File: src/rtl/fib_txrd_ctrl_pkg.sv
// Shared constants and state encoding for the TX read controller.
package fib_txrd_ctrl_pkg;

  localparam int unsigned BYTES_PER_WORD = 8;
  localparam int unsigned WORD_SHIFT     = $clog2(BYTES_PER_WORD);
  localparam int unsigned MOD_WIDTH      = 3;
  localparam int unsigned DEF_MAX_BCNT   = 9600;
  localparam int unsigned BUF_DEPTH      = 2;
  localparam int unsigned BUF_CNT_WIDTH  = $clog2(BUF_DEPTH + 1);

  typedef enum logic [4:0] {
    S_IDLE    = 5'b00001,
    S_LEN_RD  = 5'b00010,
    S_LEN_LAT = 5'b00100,
    S_SEND    = 5'b01000,
    S_DROP    = 5'b10000
  } state_t;

endpackage

File: src/rtl/fib_tx_skidbuf.sv
// Two-entry in-order output buffer; head entry drives the MAC directly.
module fib_tx_skidbuf
  import fib_txrd_ctrl_pkg::*;
#(
  parameter int unsigned WIDTH = 69
) (
  input  logic                     clk,
  input  logic                     reset,
  input  logic                     push,
  input  logic [WIDTH-1:0]         push_data,
  input  logic                     pop,
  output logic                     valid,
  output logic [WIDTH-1:0]         head,
  output logic [BUF_CNT_WIDTH-1:0] count
);

  logic [WIDTH-1:0] tail;
  logic             pop_ok;

  assign valid  = (count != '0);
  assign pop_ok = pop && valid;

  // Head is zeroed when the buffer drains so idle outputs read as zero.
  always_ff @(posedge clk) begin
    if (reset) begin
      count <= '0;
      head  <= '0;
      tail  <= '0;
    end else begin
      unique case ({push, pop_ok})
        2'b10: begin
          if (count == '0) head <= push_data;
          else             tail <= push_data;
          count <= count + BUF_CNT_WIDTH'(1);
        end
        2'b01: begin
          head  <= (count == BUF_CNT_WIDTH'(2)) ? tail : '0;
          count <= count - BUF_CNT_WIDTH'(1);
        end
        2'b11: begin
          if (count == BUF_CNT_WIDTH'(1)) begin
            head <= push_data;
          end else begin
            head <= tail;
            tail <= push_data;
          end
        end
        default: ;
      endcase
    end
  end

endmodule

File: src/rtl/fib_txrd_ctrl.sv
// Reads a byte count, then streams or discards that frame's data words to the MAC.
module fib_txrd_ctrl
  import fib_txrd_ctrl_pkg::*;
#(
  parameter int unsigned DATA_WIDTH = 64,
  parameter int unsigned BCNT_WIDTH = 32,
  parameter int unsigned MAX_BCNT   = DEF_MAX_BCNT
) (
  input  logic                  clk,
  input  logic                  reset,
  output logic                  txwbcnt_rdreq,
  input  logic [BCNT_WIDTH-1:0] txwbcnt_rdata,
  input  logic                  txwbcnt_rdempty,
  output logic                  txdata_rdreq,
  input  logic [DATA_WIDTH-1:0] txdata_rdata,
  input  logic                  txdata_rdempty,
  output logic [DATA_WIDTH-1:0] mac_tx_data,
  output logic                  mac_tx_valid,
  input  logic                  mac_tx_ready,
  output logic                  mac_tx_sop,
  output logic                  mac_tx_eop,
  output logic [MOD_WIDTH-1:0]  mac_tx_mod,
  output logic                  tx_drop,
  output logic [31:0]           tx_frame_cnt
);

  localparam int unsigned SUM_WIDTH = BCNT_WIDTH + 1;
  localparam int unsigned WL_WIDTH  = BCNT_WIDTH - WORD_SHIFT + 1;
  localparam int unsigned BUF_WIDTH = DATA_WIDTH + 2 + MOD_WIDTH;

  state_t                   state;
  logic [WL_WIDTH-1:0]      words_left;
  logic [MOD_WIDTH-1:0]     bcnt_lo;
  logic                     first;
  logic                     inflight;
  logic                     push_sop;
  logic                     push_eop;
  logic [MOD_WIDTH-1:0]     push_mod;
  logic                     buf_valid;
  logic [BUF_WIDTH-1:0]     buf_head;
  logic [BUF_CNT_WIDTH-1:0] buf_count;
  logic                     pop;
  logic [2:0]               occ;

  assign pop = buf_valid && mac_tx_ready;

  // Occupancy counts the word leaving this cycle as gone, which keeps one word per cycle flowing.
  assign occ = 3'(buf_count) + 3'(inflight) - 3'(pop);

  assign txdata_rdreq = !reset && (words_left != '0) && !txdata_rdempty &&
                        (((state == S_SEND) && (occ < 3'd2)) || (state == S_DROP));

  fib_tx_skidbuf #(
    .WIDTH(BUF_WIDTH)
  ) u_skidbuf (
    .clk      (clk),
    .reset    (reset),
    .push     (inflight),
    .push_data({txdata_rdata, push_sop, push_eop, push_mod}),
    .pop      (pop),
    .valid    (buf_valid),
    .head     (buf_head),
    .count    (buf_count)
  );

  assign mac_tx_valid = buf_valid;
  assign {mac_tx_data, mac_tx_sop, mac_tx_eop, mac_tx_mod} = buf_head;

  always_ff @(posedge clk) begin
    if (reset) begin
      state         <= S_IDLE;
      txwbcnt_rdreq <= 1'b0;
      tx_drop       <= 1'b0;
      words_left    <= '0;
      bcnt_lo       <= '0;
      first         <= 1'b0;
      inflight      <= 1'b0;
      push_sop      <= 1'b0;
      push_eop      <= 1'b0;
      push_mod      <= '0;
      tx_frame_cnt  <= '0;
    end else begin
      txwbcnt_rdreq <= 1'b0;
      tx_drop       <= 1'b0;
      inflight      <= txdata_rdreq && (state == S_SEND);

      // Frame marking travels with the read so it lines up with the returning word.
      if (txdata_rdreq) begin
        words_left <= words_left - WL_WIDTH'(1);
        first      <= 1'b0;
        push_sop   <= first;
        push_eop   <= (words_left == WL_WIDTH'(1));
        push_mod   <= (words_left == WL_WIDTH'(1)) ? bcnt_lo : '0;
      end

      if (pop && mac_tx_eop) tx_frame_cnt <= tx_frame_cnt + 32'd1;

      unique case (state)
        S_IDLE: begin
          if (!txwbcnt_rdempty) begin
            txwbcnt_rdreq <= 1'b1;
            state         <= S_LEN_RD;
          end
        end
        S_LEN_RD: state <= S_LEN_LAT;
        S_LEN_LAT: begin
          bcnt_lo    <= txwbcnt_rdata[MOD_WIDTH-1:0];
          words_left <= WL_WIDTH'((SUM_WIDTH'(txwbcnt_rdata) +
                                   SUM_WIDTH'(BYTES_PER_WORD - 1)) >> WORD_SHIFT);
          first      <= 1'b1;
          if (txwbcnt_rdata == '0) begin
            tx_drop <= 1'b1;
            state   <= S_IDLE;
          end else if (txwbcnt_rdata > BCNT_WIDTH'(MAX_BCNT)) begin
            state <= S_DROP;
          end else begin
            state <= S_SEND;
          end
        end
        S_SEND: begin
          if (pop && mac_tx_eop) state <= S_IDLE;
        end
        S_DROP: begin
          if (words_left == '0) begin
            tx_drop <= 1'b1;
            state   <= S_IDLE;
          end
        end
        default: state <= S_IDLE;
      endcase
    end
  end

endmodule

File: config.mk
export PLATFORM = sky130hd
export DESIGN_NAME = fib_txrd_ctrl
export DESIGN_NICKNAME = d
export VERILOG_FILES = /design/src/rtl/fib_txrd_ctrl_pkg.sv /design/src/rtl/fib_tx_skidbuf.sv /design/src/rtl/fib_txrd_ctrl.sv
export SDC_FILE = /design/constraint.sdc
export NUM_CORES = 1
export LEC_CHECK = 0
export ABC_AREA = 1
export CORE_UTILIZATION = 30
export DETAILED_ROUTE_END_ITERATION = 16
export SLEW_MARGIN = 20
export SYNTH_ARGS = -nofsm -noshare
export SYNTH_HDL_FRONTEND = slang
export SYNTH_SLANG_ARGS = --single-unit
File: constraint.sdc
create_clock -name clk -period 4.1 [get_ports clk]
set_input_delay 0.82 -clock clk [delete_from_list [all_inputs] [get_ports clk]]
set_output_delay 0.82 -clock clk [all_outputs]
set_load 0.02 [all_outputs]
After elaboration in Yosys (flattened, before gate mapping):

Cells that the tools add are included.

* flip-flop bits (word level): 219
* output and inout port bits: 105
* word-level logic and storage cells: 88
* input bits: 101

* magnitude comparators: 2
* bitwise logic cells: 1
* add/subtract/negate cells: 7
* eq/ne operators: 17
* muxes and demuxes: 23
* reductions and logical operators: 24

Operator list (number)
* 2-to-1 mux 69 bit: 5
* one-hot mux 69 bit (3 select lines): 1
* one-hot mux 69 bit (2 select lines): 1
* 2-to-1 mux 30 bit: 2
* adder 32 x 3 -> 33 bit (second input constant): 1
* adder 32 x 1 -> 32 bit (second input constant): 1
* greater-than comparator 32 x 14 -> 1 bit (second input constant): 1
* zero test 32 bit: 1
* == test 30 x 1 -> 1 bit (second input constant): 1
* zero test 30 bit: 1
* nonzero test 30 bit: 1
* subtractor 30 x 1 -> 30 bit (second input constant): 1
* 2-to-1 mux 5 bit: 5
* one-hot mux 5 bit (5 select lines): 1
* logical AND 1 bit: 8
* nonzero test 2 bit: 4
* == test 2 bit (second input constant): 3
* inequality test 2 x 1 -> 1 bit (second input constant): 3
* inequality test 2 bit (second input constant): 3
* AND reduction 3 bit: 2
* == test 5 x 1 -> 1 bit (second input constant): 1
* == test 5 x 2 -> 1 bit (second input constant): 1
* == test 5 x 3 -> 1 bit (second input constant): 1
* == test 5 x 4 -> 1 bit (second input constant): 1
* 18 further kinds: 24

Logic depth before layout (Yosys ltp):

* word-level depth: 9
* depth in mapped cells: 19
* mapped depth without buffers: 17

Modules after synthesis:

A second synthesis with hierarchy kept.

* cell total of the unflattened synthesis: 2065
* area, all modules: 12896.1 um^2

By module, submodules not included
* fib_tx_skidbuf: area an instance 7327.0 um^2, cells each 1088, instances 1
* fib_txrd_ctrl: area an instance 5569.1 um^2, cells each 977, instances 1

Worst setup path after synthesis:

OpenSTA, ideal clock, no wires.

* path kind: reg2out
* start: reg u_skidbuf.count[1]
* end: out txdata_rdreq
* buffers on the path: 1
* data arrival time: 2451 ps
* stages on the path, launching flop included: 15
* slack: 829 ps
* cells stage by stage: dfxtp_1 > inv_1 > ha_1 > inv_1 > nand2_1 > nor2_1 > o21ai_0 > fa_1 > o21ai_0 > nor2_1 > nand2_1 > a21oi_1 > nand2_1 > buf_4 > inv_1

* word-level cells in the longest chain between the ends: 7
* elaborated cells between the ends (all ways): 8

Ends and longest elaborated chain
* start, declared: RTL line fib_tx_skidbuf.sv:14 `output logic [BUF_CNT_WIDTH-1:0] count`
* start signal, assigned: RTL line fib_tx_skidbuf.sv:34 `count <= count + BUF_CNT_WIDTH'(1);`
* start signal, assigned: RTL line fib_tx_skidbuf.sv:38 `count <= count - BUF_CNT_WIDTH'(1);`
* nonzero test 2 bit: RTL line fib_tx_skidbuf.sv:20 `assign valid = (count != '0);`
* named net mac_tx_valid: RTL line fib_txrd_ctrl.sv:18 `output logic mac_tx_valid,`
* logical AND 1 bit: RTL line fib_txrd_ctrl.sv:45 `assign pop = buf_valid && mac_tx_ready;`
* subtractor 3 x 1 -> 3 bit: RTL line fib_txrd_ctrl.sv:48 `assign occ = 3'(buf_count) + 3'(inflight) - 3'(pop);`
* < comparator 3 x 2 -> 1 bit: RTL line fib_txrd_ctrl.sv:51 `(((state == S_SEND) && (occ < 3'd2)) || (state == S_DROP));`
* logical AND 1 bit: RTL line fib_txrd_ctrl.sv:51
* logical OR 1 bit: RTL line fib_txrd_ctrl.sv:51
* logical AND 1 bit: RTL line fib_txrd_ctrl.sv:50 `assign txdata_rdreq = !reset && (words_left != '0) && !txdata_rdempty &&`
* end, declared: RTL line fib_txrd_ctrl.sv:14 `output logic txdata_rdreq,`

The timed path passes the listed nets, and every way through them passes these cells.

Final worst setup path:

* start: reg u_skidbuf.count[0]
* end: out txdata_rdreq

* word-level cells in the longest chain between the ends: 7
* elaborated cells between the ends (all ways): 8

Ends and longest elaborated chain (RTL line)
* branches (longest 2 deep; another with adder 2 x 1 -> 3 bit)
* subtractor 3 x 1 -> 3 bit *: fib_txrd_ctrl.sv:48
* < comparator 3 x 2 -> 1 bit *: fib_txrd_ctrl.sv:51
* logical AND 1 bit *: fib_txrd_ctrl.sv:51
* logical OR 1 bit *: fib_txrd_ctrl.sv:51
* logical AND 1 bit *: fib_txrd_ctrl.sv:50

Mark *: on every way between the ends.

==> summary.md <==
| Metric | Value |
|---|---|
| Layout cells sized above 1 | 4.502% |
| Pwr dens | 380.0 mW/mm2 |
| Max-Slew Margin vs Limit | 32.05% |
| Post-CTS Setup Bufs | 0 |
| Fin crit period | 3.806 ns |
| Final Skew | 0.01427 ns |
| Drt pass-1 iters | 5 |
| Area grow syn2layout | 30.82% |
| Routed len/inst | 14.37 um |
| Fmax | 262.7 MHz |
| Fin. Hold Viols | 0 |
| Synth area leaders | dfxtp_1 38%, inv_1 10%, nand2_1 9.7% |
| Register area share after synthesis | 37.80% |
| CP Cell Sequence | inv_1 > ha_1 > inv_1 > nand2_1 > nor2_1 > o21ai_0 > fa_1 > o21ai_0 > nor2_1 > nand2_1 > a21oi_1 > nand2_1 > inv_1 > clkbuf_2 |
| Total Nets Final | 2067 |
| Post-Syn Nets | 1895 |
| Core Util, Final | 40.09% |
| DRC | 0 |
| Initial Util | 30.65% |
| Top cell type's share of synthesized area | 37.80% |
| Main flop type after synthesis | dfxtp_1 |
| Gr usage total | 17.82% |
| Reg-to-Reg Start | u_skidbuf.count[0] |
| Max_cap viols | 0 |
| Worst Hold Class | flop to flop |
| Clock Root Buffer | clkbuf_16 |
| Final setup fails | 0 |
| Vias in the first global route | 11215 |
| RSZ-0062 raised after global routing | false |
| Die area | 0.03945 mm2 |
| Top Ports | 206 |
| Synthesis-stage register bit count | 219 |
| Die H | 198.6 um |
| Post-synth EDFFs | 0 |
| Worst R2R Setup Slack | 0.96 ns |
| Leakage | 0.006280 uW |
| Worst reg-to-reg path cell count | 17 |
| Vias | 11942 |
| Asr flop ratio synth | 0% |
| 1st-iter DRT viols | 553 |
| Num rows | 71 |
| Clk sinks | 219 |
| GPL Wtd Cong | 0.8889 |
| R2r endpoint | words_left[21] |
| Synth warnings | 0 |
| HPWL Detailed | 24.87 mm |
| Chip width | 198.6 um |
| Critical Path End Type | output pin |
| Synth Area per Inst | 6.501 um2 |
| Post-synth top area cell | dfxtp_1 |
| Final std cells w/o fill | 2488 |
| CTS tree | built |
| Hold Slack | 0.4489 ns |
| Slew Limit Fails | 0 |
| Slowest CP cell | fa_1 |
| Cell variety after synth | 42 |
| Synth top cells by count | 314 x inv_1, 299 x nand2_1, 275 x nor2_1 |
| Initial antenna violation count | 3 |
| Final ANT Viol Nets | 0 |
| Top-count cell post-synth | inv_1 |
| Largest stage delay, worst path | 0.49 ns |
| H-tree levels | 1 |
| Tcrit/Tclk final | 92.83% |
| Largest net degree at the start of global routing | 139 |
| Placed Cells incl. Taps | 2438 |
| Cell Area, Synth | 0.01160 mm2 |
| Peak VDD IR | 0.2082 mV |
| CP max FO | 4 |
| Crit path launch type | flop |
| First-pass GRT wire length | 57.16 mm |
| Clock Pin Slew Worst Setup and Hold Paths | 0.06 ns |
| Worst-Skew Late Latency | 0.54 ns |
| Area of the core | 0.03784 mm2 |
| Setup CP Type | flop to output pin |
| Diode count | 0 |
| Worst-Margin Slew | 1.018 ns |
| CP required | 3.28 ns |
| DRT Wirelength | 35.74 mm |
| Crit path from | u_skidbuf.count[0] |
| CTS max path bufs | 3 |
| Design Power | 5766 uW |
| Status | completed |
| CTS buffer count | 27 |
| Setup TNS | 0 ns |
| Global route overflow | 0 |
| Crit path DAT | 2.99 ns |
| CP Capture Point | txdata_rdreq |
| IO Port Bufs | 205 |
| DR vias/cell | 4.800 |
| Mapped Cells | 1784 |
[critical path: cells and delay by family (launching register included)]
kind,cells,cell delay [ns]
AO/OA/AOI/OAI,3,0.33
buffers and inverters,4,0.50
adder cells (fa/ha/maj),2,0.73
AND/OR/NAND/NOR,5,0.50
flip-flops,1,0.39
[report_power, final]
group,internal [uW],switching [uW]
Combinational,400,512
Clock,1620,960
Sequential,2220,53.7
[cells in the final DEF, fill, tap and decap left out, types with 2 or more instances in the layout]
cell type | synthesis | layout
inv_1 | 314 | 313
nand2_1 | 299 | 299
nor2_1 | 275 | 275
dfxtp_1 | 219 | 218
clkdlybuf4s50_1 | 0 | 203
o21ai_0 | 188 | 187
a21oi_1 | 127 | 126
nand3_1 | 83 | 83
o221ai_1 | 70 | 69
nor3_1 | 27 | 27
clkbuf_16 | 0 | 27
nand4_1 | 19 | 19
buf_4 | 1 | 15
xor2_1 | 13 | 13
nand3b_1 | 10 | 10
ha_1 | 9 | 9
xnor2_1 | 8 | 8
clkbuf_1 | 64 | 7
o21ai_1 | 6 | 6
buf_12 | 0 | 6
clkinv_2 | 1 | 5
clkbuf_8 | 0 | 5
bufinv_16 | 0 | 5
or2_2 | 4 | 4
nand2_2 | 3 | 3
a31oi_1 | 3 | 3
o21bai_1 | 3 | 3
nor2_4 | 2 | 2
nor2_2 | 2 | 2
nand3_2 | 2 | 2
nor4_1 | 2 | 2
clkinv_4 | 0 | 2
[how the worst min path moves through the flow]
stage / startpoint / endpoint / slack [ns] / depth (start not counted)
2_1_floorplan: u_skidbuf.tail[55] / u_skidbuf.tail[55] / 0.43 / 2
6_report: u_skidbuf.tail[3] / u_skidbuf.tail[3] / 0.45 / 2
3_5_place_dp: u_skidbuf.tail[3] / u_skidbuf.tail[3] / 0.44 / 2
3_3_place_gp: u_skidbuf.tail[34] / u_skidbuf.tail[34] / 0.44 / 2
5_1_grt: u_skidbuf.tail[44] / u_skidbuf.tail[44] / 0.46 / 2
4_1_cts: u_skidbuf.tail[3] / u_skidbuf.tail[3] / 0.45 / 2
[flip-flops by register name, indices dropped and copies added (netlist names)]
name,cells
push_mod,3
state,5
tx_frame_cnt,32
inflight,1
u_skidbuf.head,69
u_skidbuf.tail,69
first,1
tx_drop,1
words_left,30
txwbcnt_rdreq,1
push_eop,1
bcnt_lo,3
push_sop,1
u_skidbuf.count,2
[cell families after synthesis]
group           synth area share (%)
compound gates                 19.82
xor+xnor                       1.586
fa+ha+maj                      1.143
buf+inv                        13.23
flops                          37.80
mux                          0.08630
simple gates                   26.34
[layer usage]
| metal | part of all wire [%] | GRT usage, % | wire (um) |
|---|---|---|---|
| met2 | 45 | 29.60 | 15940 |
| met3 | 7.3 | 4.188 | 2619 |
| met4 | 2.0 | 4.444 | 703 |
| met5 | 0.098 | 0 | 35 |
| met1 | 46 | 23.09 | 16440 |
[metrics by stage]
| stage | instance area [um2] | setup slack, ns |
|---|---|---|
| after floorplan | 11600 | 0.8288 |
| after global placement | 14210 | -0.02528 |
| after detailed placement | 14210 | -0.01048 |
| after CTS | 15180 | 0.04637 |
| after global routing | 15170 | 0.009828 |
| final | 15170 | 0.2938 |
[area by class of cell]
type | count | area [um2]
fillers | 4059 | 22670
multi-input cells | 1166 | 5720
flip-flops and latches | 219 | 4385
repair buffers | 226 | 2275
inverters | 316 | 1191
clock buffers | 39 | 770.7
well taps | 511 | 639.4
clock inverters | 11 | 191.4
[repair_timing]
action / 4_1_cts / 5_1_grt
setup endpoints to repair: 1 / 1
hold buffers: 0 / 0
gates resized for setup: 1 / 3
(Power assumes the default switching activity.)
